$ cat src/rtl/date_counter_if.sv
// Signal bundle between the date counter and its neighbours: hour-counter carry,
// buttons and edit selectors in, calendar fields and year carry out.
interface date_counter_if;
  logic       ClkDay;
  logic       KeyPlus;
  logic       KeyMinus;
  logic       EditMode;
  logic [2:0] EditPos;
  logic [1:0] screen;
  logic [4:0] days;
  logic [3:0] months;
  logic [6:0] years;
  logic       leap;
  logic       ClkYear;

  modport master (
    output ClkDay, KeyPlus, KeyMinus, EditMode, EditPos, screen,
    input  days, months, years, leap, ClkYear
  );

  modport slave (
    input  ClkDay, KeyPlus, KeyMinus, EditMode, EditPos, screen,
    output days, months, years, leap, ClkYear
  );
endinterface

$ cat src/rtl/date_counter.sv
// Calendar stage: counts day/month/year (2000 + years) on the midnight edge of
// ClkDay, and lets the user step each field with the buttons while in edit mode.
module date_counter #(
  parameter int YEAR_MAX = 99
) (
  input logic         clk,
  input logic         reset,
  date_counter_if.slave bus
);

  localparam logic [6:0] YMAX = 7'(YEAR_MAX);

  logic [4:0] days_q,   days_d;
  logic [3:0] months_q, months_d;
  logic [6:0] years_q,  years_d;
  logic       clk_year_q, clk_year_d;
  logic       cd_q, kp_q, km_q;
  logic       tick, plus, minus, illegal;
  logic [4:0] cur_max;

  function automatic logic [4:0] maxd(input logic [3:0] m, input logic [6:0] y);
    case (m)
      4'd4, 4'd6, 4'd9, 4'd11: maxd = 5'd30;
      4'd2:                    maxd = (y[1:0] == 2'b00) ? 5'd29 : 5'd28;
      default:                 maxd = 5'd31;
    endcase
  endfunction

  // Falling edges: ClkDay 1->0 is midnight, keys are active-low.
  assign tick  = cd_q & ~bus.ClkDay;
  assign plus  = kp_q & ~bus.KeyPlus;
  assign minus = km_q & ~bus.KeyMinus;

  assign cur_max = maxd(months_q, years_q);
  assign illegal = (days_q == 5'd0) || (days_q > cur_max) ||
                   (months_q == 4'd0) || (months_q > 4'd12) || (years_q > YMAX);

  always_comb begin
    // NOTE: every combinational output gets a default first so no path leaves it unassigned (no latch).
    days_d     = days_q;
    months_d   = months_q;
    years_d    = years_q;
    clk_year_d = 1'b0;

    if (illegal) begin
      days_d   = 5'd1;
      months_d = 4'd1;
      years_d  = 7'd0;
    end else if (!bus.EditMode) begin
      if (tick) begin
        if (days_q < cur_max) begin
          days_d = days_q + 5'd1;
        end else begin
          days_d = 5'd1;
          if (months_q == 4'd12) begin
            months_d   = 4'd1;
            years_d    = (years_q == YMAX) ? 7'd0 : years_q + 7'd1;
            clk_year_d = 1'b1;
          end else begin
            months_d = months_q + 4'd1;
          end
        end
      end
    end else if (bus.screen == 2'd1 && (plus ^ minus)) begin
      case (bus.EditPos)
        3'd0: begin
          if (plus) days_d = (days_q >= cur_max) ? 5'd1 : days_q + 5'd1;
          else      days_d = (days_q == 5'd1) ? cur_max : days_q - 5'd1;
        end
        3'd1: begin
          if (plus) months_d = (months_q == 4'd12) ? 4'd1 : months_q + 4'd1;
          else      months_d = (months_q == 4'd1) ? 4'd12 : months_q - 4'd1;
        end
        3'd2: begin
          if (plus) years_d = (years_q == YMAX) ? 7'd0 : years_q + 7'd1;
          else      years_d = (years_q == 7'd0) ? YMAX : years_q - 7'd1;
        end
        default: ;
      endcase
      // A shorter month (or a non-leap February) pulls the day down in the same update.
      if (days_d > maxd(months_d, years_d)) days_d = maxd(months_d, years_d);
    end
  end

  always_ff @(posedge clk) begin
    // NOTE: state registers use non-blocking assignments so all flops update from pre-edge values.
    if (!reset) begin
      days_q     <= 5'd1;
      months_q   <= 4'd1;
      years_q    <= 7'd0;
      clk_year_q <= 1'b0;
      cd_q       <= 1'b0;
      kp_q       <= 1'b1;
      km_q       <= 1'b1;
    end else begin
      days_q     <= days_d;
      months_q   <= months_d;
      years_q    <= years_d;
      clk_year_q <= clk_year_d;
      cd_q       <= bus.ClkDay;
      kp_q       <= bus.KeyPlus;
      km_q       <= bus.KeyMinus;
    end
  end

  assign bus.days    = days_q;
  assign bus.months  = months_q;
  assign bus.years   = years_q;
  assign bus.ClkYear = clk_year_q;
  assign bus.leap    = (years_q[1:0] == 2'b00);

endmodule

$ cat src/flat_wrapper.sv
// flat-port wrapper written by rule: the top's interface ports become plain ports
module date_counter_flat 
#(
  parameter int YEAR_MAX = 99
)
  (clk, reset, bus_ClkDay, bus_KeyPlus, bus_KeyMinus, bus_EditMode, bus_EditPos, bus_screen, bus_days, bus_months, bus_years, bus_leap, bus_ClkYear);
  date_counter_if bus_i ();
  input logic clk;
  input logic reset;
  input wire logic [$bits(bus_i.ClkDay)-1:0] bus_ClkDay;
  input wire logic [$bits(bus_i.KeyPlus)-1:0] bus_KeyPlus;
  input wire logic [$bits(bus_i.KeyMinus)-1:0] bus_KeyMinus;
  input wire logic [$bits(bus_i.EditMode)-1:0] bus_EditMode;
  input wire logic [$bits(bus_i.EditPos)-1:0] bus_EditPos;
  input wire logic [$bits(bus_i.screen)-1:0] bus_screen;
  output wire logic [$bits(bus_i.days)-1:0] bus_days;
  output wire logic [$bits(bus_i.months)-1:0] bus_months;
  output wire logic [$bits(bus_i.years)-1:0] bus_years;
  output wire logic [$bits(bus_i.leap)-1:0] bus_leap;
  output wire logic [$bits(bus_i.ClkYear)-1:0] bus_ClkYear;
  assign bus_i.ClkDay = bus_ClkDay;
  assign bus_i.KeyPlus = bus_KeyPlus;
  assign bus_i.KeyMinus = bus_KeyMinus;
  assign bus_i.EditMode = bus_EditMode;
  assign bus_i.EditPos = bus_EditPos;
  assign bus_i.screen = bus_screen;
  assign bus_days = bus_i.days;
  assign bus_months = bus_i.months;
  assign bus_years = bus_i.years;
  assign bus_leap = bus_i.leap;
  assign bus_ClkYear = bus_i.ClkYear;
  date_counter #(.YEAR_MAX(YEAR_MAX)) u_core (.clk(clk), .reset(reset), .bus(bus_i));
endmodule
$ cat config.mk
export PLATFORM = sky130hd
export DESIGN_NAME = date_counter_flat
export DESIGN_NICKNAME = d
export VERILOG_FILES = /design/src/rtl/date_counter_if.sv /design/src/rtl/date_counter.sv /design/src/flat_wrapper.sv
export SDC_FILE = /design/constraint.sdc
export NUM_CORES = 1
export LEC_CHECK = 0
export BUFFER_PORTS_ARGS = -buffer_cell sky130_fd_sc_hd__buf_2
export CAP_MARGIN = 20
export CORE_ASPECT_RATIO = 2
export CORE_MARGIN = 5
export CORE_UTILIZATION = 60
export DETAILED_ROUTE_END_ITERATION = 10
export GPL_TIMING_DRIVEN = 0
export HOLD_SLACK_MARGIN = 0.08
export PLACE_DENSITY = 0.94
export SLEW_MARGIN = 20
export SYNTH_ARGS = -nofsm -noshare
export SYNTH_HDL_FRONTEND = slang
export SYNTH_SLANG_ARGS = --single-unit
$ cat constraint.sdc
create_clock -name clk -period 10.3 [get_ports clk]
set_input_delay 1.03 -clock clk [delete_from_list [all_inputs] [get_ports clk]]
set_output_delay 1.03 -clock clk [all_outputs]
set_load 0.01 [all_outputs]
==> qor.tcl <==
set qor(critPathKind) {reg -> reg}
set qor(number_of_global_route_vias_before_repair) 2467
set qor(clk_latency_ps) 270
set qor(wl_mm) 6.860
set qor(ys_async_sr_fraction_pct) 0
set qor(fin_tns_setup_ps) 0
set qor(final_wtd_congestion) 0.9416
set qor(grt_overflow_total) 0
set qor(result_of_the_run) {completed}
set qor(initial_core_util_pct) 60.66
set qor(timing_hold_violations_final) 0
set qor(report.final.slew_viol_count) 0
set qor(tritoncts_clock_tree) {done}
set qor(cts-resized-gates) 0
set qor(cts_num_sinks) 20
set qor(clk_pin_slew_worst_paths_ps) 80
set qor(fmax_mhz) 224.0
set qor(grt_start_max_net_pins) 12
set qor(place_worst_setup_slack_ps) 6006
set qor(r2r_slack_ps) 5840
set qor(final_period_minus_worst_setup_slack_ps) 4465
set qor(htree_levels) 1
set qor(synthDistinctLibCells) 61
set qor(synth.yosys.seq_area_share_pct) 18.50
set qor(syn-num-nets) 338
set qor(required_ps) 10510
set qor(groute.layer.met1.usage_pct) 28.79
set qor(die_w_um) 52.47
set qor(total_global_routing_track_utilization_pct) 29.20
set qor(netlist_instances) 313
set qor(cp-startpoint) {u_core.bus.months[0]}
set qor(rsz0062_at_grt) {no}
set qor(postCtsSetupBuffers) 0
set qor(syn2layout_area_growth_pct) 11.85
set qor(rr_startpoint) {u_core.bus.months[0]}
set qor(wl_per_cell_um) 17.41
set qor(ys_dominant_reg_cell) {sky130_fd_sc_hd__dfxtp_1}
set qor(use_met3_pct) 4.897
set qor(period_share_pct) 43.35
set qor(ratio_of_cells_with_drive_above_1_in_the_final_layout_pct) 13.33
set qor(initial_antenna_violation_count) 0
set qor(path_max_fanout) 10
set qor(pin_count) 29
set qor(worst-endpoint-arrival_ps) 4680
set qor(max_cap_violation_count) 0
set qor(die_y_um) 94.94
set qor(gr-max-usage-layer) {met2}
set qor(placement.io_buffers) 28
set qor(detail_route.drc_violations) 0
set qor(worst_pin_slew_ps) 986.8
set qor(number_of_diodes_added_for_antenna_fixing) 0
set qor(met2_usage_pct) 50.93
set qor(core_area_um2) 3568
set qor(dpl_cell_area_um2) 2366
set qor(critical_path_start_type) {flip-flop}
set qor(detailroute.via_count) 2647
set qor(worst_r2r_endpoint) {u_core.bus.days[1]}
set qor(worst_slew_margin_rel_pct) 33.70
set qor(core.rowCount) 31
set qor(initial_drt_markers) 214
set qor(holdCritPathClass) {reg -> reg}
set qor(synth_enable_flop_cells) 0
set qor(final_ant_viol_nets) 0
set qor(ys_seq_elements) 20
set qor(ys_warn_count) 0
set qor(cts-hold-fix-buffers) 0
set qor(timing.final.ws_setup_ps) 5835
set qor(setup_violations) 0
set qor(finish.net_count) 371
set qor(post-dp-hpwl_mm) 5.068
set qor(cts_made_buffers) 3
set qor(layout.cells.most_common) {sky130_fd_sc_hd__nor2_1}
set qor(ir_worst_vdd_v) 0.00008444
set qor(power_leakage_nw) 0.9800
set qor(worst_clock_skew_ps) 6.831
set qor(vias_per_std_cell) 6.718
set qor(grt_pass1_wl_mm) 11.15
set qor(crit_path_end_kind) {flip-flop}
set qor(cellPowerDensity_nw_per_um2) 87.02
set qor(detail_route.first_pass.iterations) 8
set qor(worst_setup_path_endpoint) {u_core.bus.days[1]}
set qor(synthesis.area_um2) 2165
set qor(root_buffer) {sky130_fd_sc_hd__clkbuf_8}
set qor(die_area_um2) 4982
set qor(cts_max_path_buffers) 2
set qor(synth_area_per_cell_um2) 6.916
set qor(ff2ff_path_depth) 17
set qor(finish.instance_area_um2) 2421
set qor(most_frequent_cells_in_the_layout) {sky130_fd_sc_hd__nor2_1 (36), sky130_fd_sc_hd__a21oi_1 (34), sky130_fd_sc_hd__buf_2 (33)}
[cell usage after synthesis, types with 2 or more instances]
cell type | n | share of area (%)
sky130_fd_sc_hd__nand2b_1 | 8 | 2.3
sky130_fd_sc_hd__mux2i_1 | 4 | 1.8
sky130_fd_sc_hd__o21ai_1 | 2 | 0.46
sky130_fd_sc_hd__xor2_1 | 2 | 0.81
sky130_fd_sc_hd__and2_1 | 4 | 1.2
sky130_fd_sc_hd__a211oi_1 | 6 | 2.1
sky130_fd_sc_hd__nand4_1 | 4 | 1.2
sky130_fd_sc_hd__or2_2 | 2 | 0.58
sky130_fd_sc_hd__o21bai_1 | 2 | 0.69
sky130_fd_sc_hd__nor2_1 | 36 | 6.2
sky130_fd_sc_hd__or3b_1 | 2 | 0.81
sky130_fd_sc_hd__or4_1 | 2 | 0.69
sky130_fd_sc_hd__nor2b_1 | 7 | 2.0
sky130_fd_sc_hd__nor4_1 | 3 | 0.87
sky130_fd_sc_hd__a211o_1 | 5 | 2.0
sky130_fd_sc_hd__a21oi_1 | 34 | 7.9
sky130_fd_sc_hd__a31oi_1 | 4 | 1.2
sky130_fd_sc_hd__xnor2_1 | 4 | 1.6
sky130_fd_sc_hd__o311a_1 | 2 | 0.92
sky130_fd_sc_hd__or3_1 | 3 | 0.87
sky130_fd_sc_hd__buf_2 | 5 | 1.2
sky130_fd_sc_hd__nand2_1 | 29 | 5.0
sky130_fd_sc_hd__nor3_1 | 11 | 2.5
sky130_fd_sc_hd__o211ai_1 | 3 | 1.0
sky130_fd_sc_hd__inv_1 | 13 | 2.3
sky130_fd_sc_hd__and3_1 | 2 | 0.58
sky130_fd_sc_hd__o311ai_1 | 2 | 0.81
sky130_fd_sc_hd__o21ai_0 | 11 | 2.5
sky130_fd_sc_hd__o21a_1 | 3 | 1.0
sky130_fd_sc_hd__dfxtp_1 | 20 | 18
sky130_fd_sc_hd__o32ai_1 | 5 | 2.0
sky130_fd_sc_hd__clkbuf_1 | 12 | 2.1
sky130_fd_sc_hd__buf_1 | 2 | 0.35
sky130_fd_sc_hd__ha_1 | 14 | 8.1
sky130_fd_sc_hd__nand3_1 | 15 | 3.5
sky130_fd_sc_hd__o31ai_1 | 2 | 0.69
sky130_fd_sc_hd__a221oi_1 | 4 | 1.6
[state kept, by name, indices dropped and copies added (netlist names)]
| signal | count |
|---|---|
| u_core.bus.ClkYear | 1 |
| u_core.bus.days | 5 |
| u_core.bus.months | 4 |
| u_core.kp_q | 1 |
| u_core.km_q | 1 |
| u_core.bus.years | 7 |
| u_core.cd_q | 1 |
[worst max-delay path: stages, from the launching register on]
cell and delay, ps:
sky130_fd_sc_hd__dfxtp_1 510, sky130_fd_sc_hd__inv_1 140, sky130_fd_sc_hd__ha_1 310, sky130_fd_sc_hd__o21ai_0 210, sky130_fd_sc_hd__o21ai_0 120, sky130_fd_sc_hd__a21oi_1 310
sky130_fd_sc_hd__ha_1 310, sky130_fd_sc_hd__nand2b_1 160, sky130_fd_sc_hd__a211o_1 310, sky130_fd_sc_hd__o21ai_2 160, sky130_fd_sc_hd__a221oi_1 150, sky130_fd_sc_hd__a21oi_1 210
sky130_fd_sc_hd__ha_1 270, sky130_fd_sc_hd__nand2_1 60, sky130_fd_sc_hd__o21ai_0 120, sky130_fd_sc_hd__or4_4 540, sky130_fd_sc_hd__or4_1 430, sky130_fd_sc_hd__nand3_1 100
[stage by stage]
| step | instances | hold slack (ps) | util (%) | total power, mW |
|---|---|---|---|---|
| floorplan | 313 | 552.9 | - | 0.1280 |
| global placement | 390 | 544.8 | 66.30 | 0.1435 |
| detailed placement | 390 | 556.3 | 66.30 | 0.1457 |
| CTS | 394 | 565.8 | 67.85 | 0.2071 |
| global route | 394 | 612.9 | 67.85 | 0.2192 |
| finish | 394 | 570.1 | 67.85 | 0.2107 |
[worst min-delay path by stage]
stage / startpoint / endpoint / slack, ps / cells past startpoint
floorplan: u_core.cd_q / u_core.bus.ClkYear / 550 / 2
global placement: u_core.bus.years[4] / u_core.bus.years[4] / 540 / 2
detailed placement: u_core.bus.years[4] / u_core.bus.years[4] / 560 / 2
CTS: u_core.bus.years[4] / u_core.bus.years[4] / 570 / 2
global route: u_core.bus.years[4] / u_core.bus.years[4] / 610 / 2
finish: u_core.bus.years[4] / u_core.bus.years[4] / 570 / 2
[cells by family after synthesis]
group,share of synthesized area [%]
AO/OA/AOI/OAI,30.35
XOR/XNOR,2.428
adder cells (fa/ha/maj),8.093
buffers and inverters,6.069
flip-flops,18.50
multiplexers,2.370
AND/OR/NAND/NOR,32.20
[where the power goes]
part | internal, mW | leakage (nW) | switching, mW
registers | 0.0795 | 0.163 | 0.00280
logic | 0.0236 | 0.789 | 0.0415
clock network | 0.0341 | 0.0288 | 0.0292
[layer usage]
metal  vias to the layer above  share of wire, %
met5                         -                 0
li1                       1215                 -
met4                         0               8.1
met2                       176                50
met1                      1190                34
met3                        66               7.9
[layout make-up]
| class | instances | area [um2] |
|---|---|---|
| plain buffers | 20 | 82.58 |
| fillers | 330 | 1147 |
| well taps | 49 | 61.31 |
| repair buffers | 28 | 140.1 |
| inverters | 13 | 48.80 |
| clock buffers | 4 | 55.05 |
| flip-flops and latches | 20 | 400.4 |
| multi-input cells | 260 | 1633 |
Power figures use the tool's default switching activity.
